## src/rtl/acc_datapath_pkg.sv

```systemverilog
// Shared encodings for the accumulator datapath: select codes, ALU ops and the default width.
package acc_datapath_pkg;

  localparam int unsigned ACC_WIDTH = 8;

  typedef enum logic [1:0] {
    SEL_HOLD = 2'b00,
    SEL_SHR  = 2'b01,
    SEL_SHL  = 2'b10,
    SEL_LOAD = 2'b11
  } acc_sel_e;

  typedef enum logic [2:0] {
    ALU_PASS = 3'd0,
    ALU_AND  = 3'd1,
    ALU_ADD  = 3'd2,
    ALU_SUB  = 3'd3,
    ALU_MUL  = 3'd4,
    ALU_DIV  = 3'd5
  } alu_op_e;

  // Collapse the one-hot op strobes; illegal combinations resolve div > mul > sub > add > and.
  function automatic alu_op_e decode_op(input logic add, input logic sub, input logic and_op,
                                        input logic mul, input logic div);
    alu_op_e op;
    op = ALU_PASS;
    if (div) begin
      op = ALU_DIV;
    end else if (mul) begin
      op = ALU_MUL;
    end else if (sub) begin
      op = ALU_SUB;
    end else if (add) begin
      op = ALU_ADD;
    end else if (and_op) begin
      op = ALU_AND;
    end
    return op;
  endfunction

endpackage

```

## src/rtl/acc_datapath_alu.sv

```systemverilog
// Combinational accumulator ALU: add/sub/and plus multiply and restoring-divide steps.
module acc_alu
  import acc_datapath_pkg::*;
#(
  parameter int unsigned WIDTH = ACC_WIDTH
) (
  input  logic [WIDTH-1:0] a,
  input  logic [WIDTH-1:0] b,
  input  alu_op_e          op,
  input  logic             mul_bit,
  output logic [WIDTH-1:0] res,
  output logic             cout
);

  localparam int unsigned EW = WIDTH + 1;

  logic [WIDTH:0] sum;
  logic [WIDTH:0] diff;
  logic           no_borrow;

  assign sum       = EW'(a) + EW'(b);
  assign diff      = EW'(a) - EW'(b);
  assign no_borrow = ~diff[WIDTH];

  always_comb begin : alu_mux
    res  = a;
    cout = 1'b0;
    case (op)
      ALU_ADD: begin
        res  = sum[WIDTH-1:0];
        cout = sum[WIDTH];
      end
      ALU_SUB: begin
        res  = diff[WIDTH-1:0];
        cout = no_borrow;
      end
      ALU_AND: begin
        res = a & b;
      end
      ALU_MUL: begin
        if (mul_bit) begin
          res  = sum[WIDTH-1:0];
          cout = sum[WIDTH];
        end
      end
      ALU_DIV: begin
        if (no_borrow) begin
          res  = diff[WIDTH-1:0];
          cout = 1'b1;
        end
      end
      default: begin
        res  = a;
        cout = 1'b0;
      end
    endcase
  end

endmodule

```

## src/rtl/acc_datapath.sv

```systemverilog
// Accumulator datapath: ah/al/carry registers driven by the per-T-state control word.
// Optional macro ACC_FLAG_REG_EN registers zero_flag/sign_flag alongside ah.
module acc_datapath
  import acc_datapath_pkg::*;
#(
  parameter int unsigned WIDTH = ACC_WIDTH
) (
  input  logic             clk,
  input  logic             reset_n,
  input  logic [WIDTH-1:0] bus_in,
  input  logic [WIDTH-1:0] breg_data,
  input  logic [1:0]       acc_high_select,
  input  logic [1:0]       acc_low_select,
  input  logic             acc_in_select,
  input  logic             acc_high_reset_p,
  input  logic             op_add,
  input  logic             op_sub,
  input  logic             op_and,
  input  logic             op_mul,
  input  logic             op_div,
  input  logic             acc_oen,
  output logic [WIDTH-1:0] bus_out,
  output logic             bus_out_valid,
  output logic [WIDTH-1:0] acc_low,
  output logic             zero_flag,
  output logic             sign_flag,
  output logic             carry_flag
);

  acc_sel_e         high_sel;
  acc_sel_e         low_sel;
  alu_op_e          alu_op;
  logic [WIDTH-1:0] ah;
  logic [WIDTH-1:0] al;
  logic [WIDTH-1:0] ah_next;
  logic [WIDTH-1:0] al_next;
  logic [WIDTH-1:0] alu_res;
  logic             carry;
  logic             carry_next;
  logic             alu_cout;

  assign high_sel = acc_sel_e'(acc_high_select);
  assign low_sel  = acc_sel_e'(acc_low_select);
  assign alu_op   = decode_op(op_add, op_sub, op_and, op_mul, op_div);

  acc_alu #(
    .WIDTH(WIDTH)
  ) u_alu (
    .a      (ah),
    .b      (breg_data),
    .op     (alu_op),
    .mul_bit(al[0]),
    .res    (alu_res),
    .cout   (alu_cout)
  );

  // High half and carry; the carry only follows the ALU when an op is actually selected.
  always_comb begin : ah_next_logic
    ah_next    = ah;
    carry_next = carry;
    if (acc_high_reset_p) begin
      ah_next    = '0;
      carry_next = 1'b0;
    end else begin
      case (high_sel)
        SEL_HOLD: ah_next = ah;
        SEL_SHR:  ah_next = {carry, ah[WIDTH-1:1]};
        SEL_SHL:  ah_next = {ah[WIDTH-2:0], al[WIDTH-1]};
        SEL_LOAD: begin
          if (acc_in_select) begin
            ah_next = bus_in;
          end else begin
            ah_next = alu_res;
            if (alu_op != ALU_PASS) begin
              carry_next = alu_cout;
            end
          end
        end
        default: ah_next = ah;
      endcase
    end
  end

  // Low half; left shift pulls in the carry so a divide step deposits its quotient bit.
  always_comb begin : al_next_logic
    al_next = al;
    case (low_sel)
      SEL_HOLD: al_next = al;
      SEL_SHR:  al_next = {ah[0], al[WIDTH-1:1]};
      SEL_SHL:  al_next = {al[WIDTH-2:0], carry};
      SEL_LOAD: al_next = ah;
      default:  al_next = al;
    endcase
  end

  always_ff @(posedge clk or negedge reset_n) begin : acc_regs
    if (!reset_n) begin
      ah    <= '0;
      al    <= '0;
      carry <= 1'b0;
    end else begin
      ah    <= ah_next;
      al    <= al_next;
      carry <= carry_next;
    end
  end

`ifdef ACC_FLAG_REG_EN
  logic zero_q;
  logic sign_q;

  always_ff @(posedge clk or negedge reset_n) begin : flag_regs
    if (!reset_n) begin
      zero_q <= 1'b1;
      sign_q <= 1'b0;
    end else begin
      zero_q <= (ah_next == '0);
      sign_q <= ah_next[WIDTH-1];
    end
  end

  assign zero_flag = zero_q;
  assign sign_flag = sign_q;
`else
  assign zero_flag = (ah == '0);
  assign sign_flag = ah[WIDTH-1];
`endif

  assign bus_out       = acc_oen ? ah : '0;
  assign bus_out_valid = acc_oen;
  assign acc_low       = al;
  assign carry_flag    = carry;

endmodule
```

## config.mk

```make
export PLATFORM = sky130hd
export DESIGN_NAME = acc_datapath
export DESIGN_NICKNAME = d
export VERILOG_FILES = /design/src/rtl/acc_datapath_pkg.sv /design/src/rtl/acc_datapath_alu.sv /design/src/rtl/acc_datapath.sv
export SDC_FILE = /design/constraint.sdc
export NUM_CORES = 1
export LEC_CHECK = 0
export CORE_ASPECT_RATIO = 1.75
export CORE_MARGIN = 2
export CORE_UTILIZATION = 59
export DETAILED_ROUTE_END_ITERATION = 6
export DONT_BUFFER_PORTS = 1
export PLACE_DENSITY = 0.83
export SLEW_MARGIN = 20
export SYNTH_ARGS = -nofsm -noshare
export SYNTH_HDL_FRONTEND = slang
export SYNTH_SLANG_ARGS = --single-unit
```

## constraint.sdc

```tcl
create_clock -name clk -period 6.2 [get_ports clk]
set_input_delay 0.62 -clock clk [delete_from_list [all_inputs] [get_ports clk]]
set_output_delay 0.62 -clock clk [all_outputs]
set_load 0.02 [all_outputs]
```

# --- After elaboration in Yosys (flattened, before gate mapping) ---
# Cells that the tools add are included.
totals:
  ff_bits: 17
  inputBits: 30
  out_inout_bits: 20
  wordCells: 51
op_classes:
  n_addsub: 2
  n_eq_ne: 16
  muxes: 20
  bitwise_logic: 2
  reduce_logical: 8
ops:
  columns: ["op", "count"]
  rows:
  - ["one-hot mux 8 bit (3 select lines)", 2]
  - ["2-to-1 mux 8 bit", 5]
  - ["one-hot mux 8 bit (5 select lines)", 1]
  - ["inequality test 5 bit, second input constant", 2]
  - ["adder 8 x 8 -> 9 bit", 1]
  - ["subtractor 8 x 8 -> 9 bit", 1]
  - ["AND 8 bit", 1]
  - ["== test 2 bit, second input constant", 4]
  - ["zero test 8 bit", 1]
  - ["inequality test 8 x 3 -> 1 bit, second input constant", 1]
  - ["2-to-1 mux 1 bit", 7]
  - ["== test 3 x 2 -> 1 bit, second input constant", 2]
  - ["== test 3 bit, second input constant", 2]
  - ["2-to-1 mux 3 bit", 2]
  - ["== test 2 x 1 -> 1 bit, second input constant", 2]
  - ["zero test 2 bit", 2]
  - ["2-to-1 mux 2 bit", 2]
  - ["one-hot mux 1 bit (4 select lines)", 1]
  - ["AND reduction 4 bit", 1]
  - ["nonzero test 2 bit", 2]
  - ["== test 3 x 1 -> 1 bit, second input constant", 1]
  - ["AND reduction 3 bit", 1]
  - ["nonzero test 3 bit", 1]
  - ["inequality test 2 x 1 -> 1 bit, second input constant", 1]
  - ["other kinds (2)", 2]

# --- Depth between registers and ports, before layout ---
logic_depth:
  ltp_word: 11
  depth_mapped: 11
  depth_no_buf: 10

# --- By module ---
# From an unflattened synthesis, not the netlist that was laid out.
unflattened:
  cells_unflattened: 233
  area_unflattened_um2: 2239.6
by_module_without_submodules:
  columns: ["module", "instances", "cells_per_inst", "area_per_inst_um2", "seq_area_each_um2"]
  rows:
  - ["acc_alu", 1, 154, 1137.3, 0.0]
  - ["acc_datapath", 1, 79, 1102.3, 425.4]

# --- Worst setup path before layout ---
# Ideal clock, no wire load.
synth_path:
  path_kind: "input-to-reg"
  start: "input breg_data[2]"
  end: "register ah[2]"
  setup_time_ps: 121
  arrival_ps: 2469
  required_ps: 6079
  setup_slack_ps: 3610
  stages: 9
  n_path_buf: 0
  path_cell_list: "inv_1 ha_1 nor2b_4 o31a_1 or4_1 a31oi_1 a41o_2 a2111oi_0 a22o_1"
synth_via:
  elab_chain_cells: 6
  elab_cells_between_ends: 11
  classes_between: "add/sub: 2; eq/ne: 1; mux: 6; bitwise: 1; reduce/logical: 1"
synth_rtl:
  columns: ["item", "line_no", "text"]
  rows:
  - ["from (decl)", "acc_datapath.sv:11", "input logic [WIDTH-1:0] breg_data,"]
  - ["subtractor 8 x 8 -> 9 bit / adder 8 x 8 -> 9 bit (equally long branches)", "acc_datapath_alu.sv:22, acc_datapath_alu.sv:21", null]
  - ["2-to-1 mux 8 bit, on equally long branches", "acc_datapath_alu.sv:47, acc_datapath_alu.sv:41", null]
  - ["one-hot mux 8 bit (5 select lines)", "acc_datapath_alu.sv:28", "case (op)"]
  - ["2-to-1 mux 8 bit", "acc_datapath.sv:70", "if (acc_in_select) begin"]
  - ["one-hot mux 8 bit (3 select lines)", "acc_datapath.sv:65", "case (high_sel)"]
  - ["2-to-1 mux 8 bit", "acc_datapath.sv:61", "if (acc_high_reset_p) begin"]
  - ["to (signal assigned)", "acc_datapath.sv:102", "ah <= ah_next;"]
  - ["to (decl)", "acc_datapath.sv:33", "logic [WIDTH-1:0] ah;"]
# Parallel ways exist; a longest one is shown, timed or not. The select of a mux whose other input is x is not followed.
# A chain may end at the register's enable or synchronous reset.

# --- Worst setup path after layout ---
layout_path:
  start: "register ah[1]"
  end: "register ah[7]"
layout_via:
  elab_chain_cells: 6
  elab_cells_between_ends: 10
  classes_between: "add/sub: 2; eq/ne: 1; mux: 6; reduce/logical: 1"
layout_rtl:
  columns: ["item", "line_no"]
  rows:
  - ["subtractor 8 x 8 -> 9 bit / adder 8 x 8 -> 9 bit (equally long branches)", "acc_datapath_alu.sv:22, acc_datapath_alu.sv:21"]
  - ["2-to-1 mux 8 bit, on equally long branches", "acc_datapath_alu.sv:47, acc_datapath_alu.sv:41"]
  - ["one-hot mux 8 bit (5 select lines)", "acc_datapath_alu.sv:28"]
  - ["2-to-1 mux 8 bit", "acc_datapath.sv:70"]
  - ["one-hot mux 8 bit (3 select lines)", "acc_datapath.sv:65"]
  - ["2-to-1 mux 8 bit", "acc_datapath.sv:61"]
# Parallel ways exist; a longest one is shown, timed or not. The select of a mux whose other input is x is not followed.

==> impl_metrics.yaml <==
drt:
  vias: 1861
  drc: 0
  via_per_inst: 7.02
  ant_nets: 0
  drt_iter0_markers: 62
  first_pass_iters: 4
  drt_wl_total_mm: 5.37
  wire_per_inst_um: 20.3
critical_path:
  path_depth: 8
  slowest_stage: "dfrtp_1"
  worstReg2RegEnd: "ah[7]"
  r2r_slack_ns: 3.35
  critical_path.top_delay_family: "compound AO/OA/AOI/OAI gates"
  path_max_fanout: 9
  worstPathCellList: "ha_1 > nand2b_1 > a221oi_1 > o22ai_1 > a311oi_1 > o31a_1 > a31oi_1 > o41ai_1"
  worst_path_largest_cell_delay_ns: 0.55
  path_buf_inv: 0
  crit_path_start_kind: "register"
  crit_end: "ah[7]"
  arrival_ns: 2.97
  critPathLaunch: "ah[1]"
  end_kind: "register"
  worstRegToRegCells: 8
  rr_startpoint: "ah[1]"
  path_class: "register to register"
  required_ns: 6.32
global_routing:
  antenna_found_initial: 0
  grt_pass1_wl_mm: 8.80
  gr-usage-all-layers: 0.315
  grt_max_degree: 18
  grt_remaining_overflow: 0
  grt_pass1_vias: 1890
logic_synthesis:
  synth_edf_count: 0
  yosysSeqAreaShare: 0.219
  synth_seq_cells: 17
  synth_largest_area_cell: "dfrtp_1"
  ys_types: 46
  syn_inst: 231
  synthFlopType: "dfrtp_1"
  yosysTopAreaCellShare: 0.219
  netlist_area_sq_um: 1940
  synthArstFlopShare: 1.00
  ys_top_cells_by_area: "dfrtp_1 (22%), ha_1 (10%), mux4_2 (9.3%)"
  synth_nets: 279
  syn_area_per_cell_sq_um: 8.41
  ys_warn_count: 0
placement:
  pre_cts_ws_ns: 3.32
  io_buffers: 0
  placed_area_sq_um: 1930
  hpwl_mm: 4.25
  gp_congestion: 0.917
timing:
  slew-limit-headroom: 0.590
  setup_violations: 0
  finalMaxSlewViolations: 0
  fin_ws_ns: 3.35
  final_hold_viol_count: 0
  tns_ns: 0
  finClkSkew_ns: 0.000916
  tightest_slew_ns: 0.613
  fin_crit_sh: 0.460
  fin_crit_ns: 2.85
  fmax_mhz: 351
  rsz0062_at_grt: "false"
final_layout:
  area_growth_pct: 1.55
  design_area_sq_um: 1970
  mostFrequentLayoutCells: "inv_1 (22), nor2_1 (22), a21oi_1 (18), dfrtp_1 (17), ha_1 (16)"
  nets: 271
  n_fill_cell: 304
  register_area_sq_um: 425
  finish.utilization: 0.628
  insertedDiodeCount: 0
  multi_input_area_sq_um: 1370
  final_layout_size_suffix_gt1_frac: 0.0721
floorplanning:
  die_w_um: 47.4
  dieArea_sq_um: 3790
  num_io_pins: 50
  die_h_um: 79.9
  start_util: 0.618
  core_sq_um: 3140
  rows: 27
power_and_ir_drop:
  leakage_nw: 0.836
  ir_drop_uv: 130
  p_per_area_nw_per_um2: 201
cts:
  clkLatencyLatePin_ns: 0.25
  root_buffer: "clkbuf_8"
  htreeDepth: 1
  cts_resized: 0
  postCtsHoldBufs: 0
  path_clk_slew_ns: 0.06
  ctsLongestPathBuffers: 2
  cts_sinks: 17
  cts_tree: "built"
  cts_buffers: 3
  post_cts_buffers: 0
run_status:
  status: "completed"
run:
  cap_viol_max_count: 0
min_path:
  hp-class: "input port to asynchronous set/reset pin"
-- worst min path at each step --
| stage | start | to | slack (ns) | cells past startpoint |
|---|---|---|---|---|
| after global placement | reset_n | acc_low[0] | 0.32 | 0 |
| final | reset_n | acc_low[3] | 0.06 | 0 |
| after global routing | reset_n | acc_low[5] | 0.04 | 0 |
| after detailed placement | reset_n | acc_low[1] | 0.32 | 0 |
| after CTS | reset_n | carry_flag | 0.05 | 0 |
| after floorplan | reset_n | acc_low[0] | 0.32 | 0 |
-- cell usage after synthesis, drive strengths merged, types with 6 or more instances --
cell type  number
dfrtp          17
and2            9
nand2b          8
mux4            8
nor2           22
ha             16
inv            22
o21ai          14
nand2           8
a21oi          18
a221oi          6
clkbuf          6
o22ai           7
buf             7
-- state kept, by name (all words and copies together) (netlist names) --
name	cells
carry_flag	1
ah	8
acc_low	8
-- area by class of cell --
type | count | area share
clock buffers | 4 | 0.0228
multi-input cells | 179 | 0.692
flip-flops and latches | 17 | 0.216
inverters | 22 | 0.0419
well taps | 43 | 0.0273
-- per-layer routing --
layer,global-route usage,wire (um)
met5,0,0
met4,0.203,203
met3,0.0566,373
met2,0.542,2880
met1,0.320,1910
-- worst reg2reg max path: cells and delay by family, from the launching register on --
family / cells / cell delay (ns)
compound gates: 6 / 1.71
flops: 1 / 0.55
fa+ha+maj: 1 / 0.31
simple gates: 1 / 0.16
-- cell families after synthesis --
logic type,synth area share
buffers and inverters,0.0779
adder cells (fa/ha/maj),0.124
AND/OR/NAND/NOR,0.186
flip-flops,0.219
AO/OA/AOI/OAI,0.301
multiplexers,0.0927
-- power breakdown --
part / leakage [nW] / switching (W) / internal [W] / total, W
Sequential: 0.225 / 0.0000433 / 0.000126 / 0.000170
Combinational: 0.589 / 0.0000761 / 0.0000690 / 0.000145
Clock: 0.0228 / 0.0000366 / 0.0000456 / 0.0000822
Total: 0.836 / 0.000156 / 0.000241 / 0.000397
-- metrics by stage --
step                hold slack (ns)  total power (W)  instances
floorplan                     0.324         0.000286        231
global placement              0.325         0.000307        261
detailed placement            0.325         0.000314        261
CTS                          0.0521         0.000396        265
global route                 0.0437         0.000424        265
finish                       0.0576         0.000397        265
No activity file was read; power rests on OpenSTA's default activity.
